<file path="src/rtl/watch_core.sv">
// Synchronous HH:MM:SS BCD time-of-day counter with seconds prescaler,
// selectable 12/24-hour display and a field-by-field time-set state machine.
module watch_core #(
  parameter int unsigned TICK_DIV = 50000000,
  parameter bit          MODE24   = 1'b0,
  parameter int unsigned DIV_W    = 26
) (
  input  logic       clk,
  input  logic       reset,
  input  logic       start_resume,
  input  logic       stop,
  input  logic       setTime,
  input  logic       inc,
  output logic [3:0] hr1,
  output logic [3:0] hr0,
  output logic [3:0] min1,
  output logic [3:0] min0,
  output logic [3:0] sec1,
  output logic [3:0] sec0,
  output logic       pm,
  output logic       running,
  output logic [1:0] set_field
);

  typedef enum logic [2:0] {StStopped, StRun, StSetHr, StSetMin, StSetSec} state_e;

  localparam logic [3:0] HrRst1 = MODE24 ? 4'd0 : 4'd1;
  localparam logic [3:0] HrRst0 = MODE24 ? 4'd0 : 4'd2;
  localparam logic [DIV_W-1:0] DivLast = DIV_W'(TICK_DIV - 1);

  state_e           r_state;
  logic [DIV_W-1:0] r_div;
  logic [3:0]       r_hr1, r_hr0, r_min1, r_min0, r_sec1, r_sec0;
  logic             r_pm, r_running;
  logic [1:0]       r_set_field;

  logic       w_tick, w_sec_wrap, w_min_wrap, w_hr_toggle;
  logic [3:0] w_sec1_n, w_sec0_n, w_min1_n, w_min0_n, w_hr1_n, w_hr0_n;

  assign w_tick     = (r_div == DivLast);
  assign w_sec_wrap = (r_sec1 == 4'd5) && (r_sec0 == 4'd9);
  assign w_min_wrap = (r_min1 == 4'd5) && (r_min0 == 4'd9);

  always_comb begin
    w_sec1_n = r_sec1;
    w_sec0_n = r_sec0 + 4'd1;
    if (r_sec0 == 4'd9) begin
      w_sec0_n = 4'd0;
      w_sec1_n = w_sec_wrap ? 4'd0 : r_sec1 + 4'd1;
    end
    w_min1_n = r_min1;
    w_min0_n = r_min0 + 4'd1;
    if (r_min0 == 4'd9) begin
      w_min0_n = 4'd0;
      w_min1_n = w_min_wrap ? 4'd0 : r_min1 + 4'd1;
    end
  end

  // Hour successor; in 12-hour mode 11 -> 12 flips pm and 12 -> 01 does not.
  always_comb begin
    w_hr_toggle = 1'b0;
    w_hr1_n     = r_hr1;
    w_hr0_n     = r_hr0 + 4'd1;
    if (MODE24) begin
      if (r_hr1 == 4'd2 && r_hr0 == 4'd3) begin
        w_hr1_n = 4'd0;
        w_hr0_n = 4'd0;
      end else if (r_hr0 == 4'd9) begin
        w_hr1_n = r_hr1 + 4'd1;
        w_hr0_n = 4'd0;
      end
    end else begin
      if (r_hr1 == 4'd1 && r_hr0 == 4'd1) begin
        w_hr0_n     = 4'd2;
        w_hr_toggle = 1'b1;
      end else if (r_hr1 == 4'd1 && r_hr0 == 4'd2) begin
        w_hr1_n = 4'd0;
        w_hr0_n = 4'd1;
      end else if (r_hr0 == 4'd9) begin
        w_hr1_n = 4'd1;
        w_hr0_n = 4'd0;
      end
    end
  end

  always_ff @(posedge clk or negedge reset) begin
    if (!reset) begin
      r_state     <= StStopped;
      r_div       <= '0;
      r_hr1       <= HrRst1;
      r_hr0       <= HrRst0;
      r_min1      <= 4'd0;
      r_min0      <= 4'd0;
      r_sec1      <= 4'd0;
      r_sec0      <= 4'd0;
      r_pm        <= 1'b0;
      r_running   <= 1'b0;
      r_set_field <= 2'd0;
    end else begin
      case (r_state)
        StStopped: begin
          if (setTime) begin
            r_state     <= StSetHr;
            r_div       <= '0;
            r_set_field <= 2'd1;
          end else if (start_resume) begin
            r_state   <= StRun;
            r_running <= 1'b1;
          end
        end
        StRun: begin
          if (setTime) begin
            r_state     <= StSetHr;
            r_div       <= '0;
            r_running   <= 1'b0;
            r_set_field <= 2'd1;
          end else if (stop) begin
            r_state   <= StStopped;
            r_running <= 1'b0;
          end else if (w_tick) begin
            // Full carry chain resolves on this single edge.
            r_div  <= '0;
            r_sec1 <= w_sec1_n;
            r_sec0 <= w_sec0_n;
            if (w_sec_wrap) begin
              r_min1 <= w_min1_n;
              r_min0 <= w_min0_n;
              if (w_min_wrap) begin
                r_hr1 <= w_hr1_n;
                r_hr0 <= w_hr0_n;
                if (w_hr_toggle) r_pm <= ~r_pm;
              end
            end
          end else begin
            r_div <= r_div + 1'b1;
          end
        end
        StSetHr: begin
          if (setTime) begin
            r_state     <= StSetMin;
            r_set_field <= 2'd2;
          end else if (inc) begin
            r_hr1 <= w_hr1_n;
            r_hr0 <= w_hr0_n;
            if (w_hr_toggle) r_pm <= ~r_pm;
          end
        end
        StSetMin: begin
          if (setTime) begin
            r_state     <= StSetSec;
            r_set_field <= 2'd3;
          end else if (inc) begin
            r_min1 <= w_min1_n;
            r_min0 <= w_min0_n;
          end
        end
        StSetSec: begin
          if (setTime) begin
            r_state     <= StStopped;
            r_set_field <= 2'd0;
          end else if (inc) begin
            r_sec1 <= w_sec1_n;
            r_sec0 <= w_sec0_n;
          end
        end
        default: begin
          r_state     <= StStopped;
          r_running   <= 1'b0;
          r_set_field <= 2'd0;
        end
      endcase
    end
  end

  assign hr1       = r_hr1;
  assign hr0       = r_hr0;
  assign min1      = r_min1;
  assign min0      = r_min0;
  assign sec1      = r_sec1;
  assign sec0      = r_sec0;
  assign pm        = r_pm;
  assign running   = r_running;
  assign set_field = r_set_field;

endmodule

</file>
<file path="config.mk">
export PLATFORM = sky130hd
export DESIGN_NAME = watch_core
export DESIGN_NICKNAME = d
export VERILOG_FILES = /design/src/rtl/watch_core.sv
export SDC_FILE = /design/constraint.sdc
export NUM_CORES = 1
export LEC_CHECK = 0
export ABC_CLOCK_PERIOD_IN_PS = 2500
export BUFFER_PORTS_ARGS = -buffer_cell sky130_fd_sc_hd__clkbuf_2
export CORE_UTILIZATION = 55
export CTS_BUF_LIST = sky130_fd_sc_hd__clkbuf_4
export DETAILED_ROUTE_END_ITERATION = 8
export HOLD_SLACK_MARGIN = 0.03
export PLACE_DENSITY = 0.78
export SLEW_MARGIN = 20
export SYNTH_ARGS = -nofsm -noshare
export SYNTH_HDL_FRONTEND = slang
export SYNTH_SLANG_ARGS = --single-unit
export TNS_END_PERCENT = 20
</file>
<file path="constraint.sdc">
create_clock -name clk -period 2.5 [get_ports clk]
set_clock_uncertainty 0.2 [all_clocks]
set_input_delay 0.125 -clock clk [delete_from_list [all_inputs] [get_ports clk]]
set_output_delay 0.125 -clock clk [all_outputs]
set_load 0.02 [all_outputs]
</file>
==> run_results.csv <==
group,metric,value,unit
run_status,status,"finished, violations left",
run_status,violations,"negative setup slack",
logic_synthesis,synth_top_area_share,41.5,%
setup_path,cp.required,2.57,ns
logic_synthesis,yosys_warnings,0,
sta,fin_crit_sh,101,%
logic_synthesis,synth_area_per_cell,9.58,µm²
die,die_area,6000,µm²
cts,cts_sinks,54,
logic_synthesis,seq_area_frac_synth,43.2,%
logic_synthesis,synthArstFlopShare,100,%
logic_synthesis,synth_top_cells_by_area,"dfrtp_1 42%, xor2_1 6.1%, nor2_1 4.9%",
sta,setup_viol,2,
sta,report.final.slew_viol_count,0,
placed_design,dpl_cell_area,3590,µm²
setup_path,worst_setup_path_start_kind,"register",
cts,root_buffer,"clkbuf_4",
global_routing,antenna_found_initial,0,
cts,cts_tree,"built",
final_layout,fillers,418,
die,coreArea,5510,µm²
cts,cts_buffer_depth,2,
final_layout,final_cell_area,3750,µm²
setup_path,worstRegToRegCells,6,
cts,htree_levels,2,
sta,rsz0062_at_grt,"yes",
sta,fin_setup_tns,-0.0249,ns
run,drv_cap,0,
cts,clk_pin_slew,0.15,ns
setup_path,reg2reg_slack,-0.02,ns
drt,vias,2666,
logic_synthesis,synthFlopType,"dfrtp_1",
sta,fmax,396,MHz
drt,first_pass_iters,5,
die,die_width,77.5,µm
final_layout,drive_above_1_share,27.3,%
die,die_height,77.5,µm
setup_path,r2r-end,"hr0[3]$_DFFE_PN0P_",
power,powerDensity,793,nW/µm²
final_layout,multi_input_area,1740,µm²
logic_synthesis,synth-edff-count,0,
final_layout,nNetsFinal,402,
placed_design,place_congestion,0.870,
drt,drtIter0Drc,157,
logic_synthesis,synth_area_leader_cell,"dfrtp_1",
setup_path,critPathLaunch,"r_div[8]$_DFFE_PN0P_",
setup_path,critPathMaxFanout,5,
power,peakVddDrop,0.000437,V
drt,drc,0,
global_routing,grt_pass1_wl,11400,µm
sta,hold_viol,0,
cts,clkLatencyLatePin,0.37,ns
placed_design,numPortBuffers,30,
global_routing,grt_overflow,0,
global_routing,grt_usage,23.8,%
drt,via_per_inst,5.75,
logic_synthesis,synthCells,327,
worst_hold_path,hold_path_class,"input pin to async pin",
global_routing,grt_max_degree,33,
drt,ant_nets,0,
power,p_leak,1.75,nW
setup_path,rr_startpoint,"r_div[8]$_DFFE_PN0P_",
logic_synthesis,syn_area,3130,µm²
die,pin_count,34,
setup_path,arrival,2.59,ns
final_layout,diodes,0,
sta,min_period,2.52,ns
cts,numCtsBuffers,5,
logic_synthesis,synth-seq-cells,54,
die,initial_core_util,56.9,%
setup_path,path_class,"register to register",
setup_path,cp-end-kind,"register",
sta,relSlewSlack,59.4,%
placed_design,place_hpwl,4960,µm
global_routing,grt_pass1_vias,2492,
logic_synthesis,synth_cell_types,64,
die,rows,27,
drt,routed_wl,6700,µm
final_layout,register_area,1350,µm²
drt,wl_per_cell,14.4,µm
sta,worst_pin_slew,0.610,ns
sta,layout_setup_ws,-0.0240,ns
final_layout,area_growth,19.8,%
[final cells by class]
cell class / count / area share, %
Clock buffer: 5 / 1.00
Clock inverter: 3 / 0.300
Inverter: 14 / 1.40
Multi-Input combinational cell: 248 / 46.3
Sequential cell: 54 / 36.1
Tap cell: 72 / 2.40
Timing Repair Buffer: 68 / 12.5
[logic make-up after synthesis]
group	count (synthesis)	synth area share [%]
and+or+nand+nor	153	27.5
DFF	54	43.2
AOI/OAI and AO/OA	49	11.9
xor gates and xnor gates	28	7.82
buffers and inverters	27	3.95
muxes	10	3.51
adders and majority gates	5	2.00
other	1	0.120
[layer usage]
layer	share of wire [%]	GRT usage [%]
met5	0	0
met4	1.4	7.74
met3	3.5	3.76
met2	49	40.0
met1	46	31.3
[stage by stage]
step | instances | util [%] | worst slack (ns) | hold WS, ns | power (W)
floorplan | 329 | - | 0.0177 | -0.371 | 0.00211
global placement | 451 | 65.2 | 0.0524 | -0.0461 | 0.00251
detailed placement | 451 | 65.2 | -0.0352 | -0.0332 | 0.00256
CTS | 463 | 66.8 | -0.0109 | 0.0843 | 0.00294
global route | 464 | 68.2 | -0.103 | 0.123 | 0.00318
finish | 464 | 68.2 | -0.0240 | 0.0745 | 0.00298
[worst max-delay path, stage by stage (launching register included)]
cell,delay [ns]
dfrtp_1,0.41
or4bb_4,0.57
nor4_4,0.38
buf_4,0.19
nand4_4,0.12
a211o_1,0.30
a211o_1,0.26
[worst max path at each step]
stage / endpoint / slack [ns] / cells after the start
after floorplan: hr0[3]$_DFFE_PN0P_ / 0.02 / 5
after global placement: sec1[0]$_DFFE_PN0P_ / 0.05 / 5
after detailed placement: min0[3]$_DFFE_PN0P_ / -0.04 / 6
after CTS: hr0[3]$_DFFE_PN0P_ / -0.01 / 6
after global routing: hr0[2]$_DFFE_PN0P_ / -0.10 / 7
final: hr0[3]$_DFFE_PN0P_ / -0.02 / 6
[sequential cells by signal, summed over array words and instances (netlist names), 2 cells and up]
name	flops
min1	4
hr0	4
min0	4
r_div	26
sec1	4
sec0	4
r_state	3
set_field	2
[cell usage after synthesis, drive strengths merged, types with 2 or more instances]
cell / instances
or3: 3
buf: 7
and3: 6
xor2: 22
nor3b: 3
nand2b: 8
nor2: 41
a21oi: 7
nand3: 15
o31a: 2
dfrtp: 52
a21o: 2
clkbuf: 6
and4b: 2
o22ai: 4
or4b: 2
or4bb: 3
xnor2: 6
o21ai: 7
nand3b: 3
mux2: 8
a2111oi: 4
mux2i: 2
nand4: 17
ha: 5
nor2b: 4
nor3: 6
a211o: 5
a211oi: 7
dfstp: 2
nor4: 5
nand2: 22
inv: 14
or2b: 2
and2: 6
[cell usage in the layout (no fill, tap or decap), types with 4 or more instances in the layout]
| cell | instances |
|---|---|
| nor2b_1 | 4 |
| a211oi_1 | 4 |
| buf_4 | 32 |
| dlygate4sd3_1 | 4 |
| xnor2_1 | 6 |
| nor2_1 | 41 |
| ha_1 | 5 |
| inv_1 | 14 |
| mux2_2 | 8 |
| nand2_1 | 22 |
| nand2b_1 | 8 |
| a2111oi_2 | 4 |
| dfrtp_1 | 52 |
| xor2_1 | 22 |
| o22ai_1 | 4 |
| o21ai_0 | 7 |
| a211o_1 | 4 |
| clkbuf_4 | 5 |
| nand4_1 | 16 |
| nor3_1 | 5 |
| clkbuf_2 | 30 |
| nand3_1 | 14 |
| and3_1 | 5 |
| and2_1 | 4 |
| a21oi_1 | 4 |
[power by group]
group / total (W) / switching (W) / leakage, nW / internal [W]
registers: 0.00123 / 0.000190 / 0.710 / 0.00104
clock network: 0.000361 / 0.000259 / 0.0277 / 0.000101
logic: 0.00138 / 0.000801 / 1.01 / 0.000584
total: 0.00298 / 0.00125 / 1.75 / 0.00173
[repair_timing]
item,4_1_cts,5_1_grt
gates resized for setup,1,14
endpoints found under the hold margin,56,0
gates cloned,0,0
buffers inserted,0,1
pin swaps,0,7
endpoints found under the setup margin,2,14
hold buffers,4,0
(Power assumes the default switching activity.)
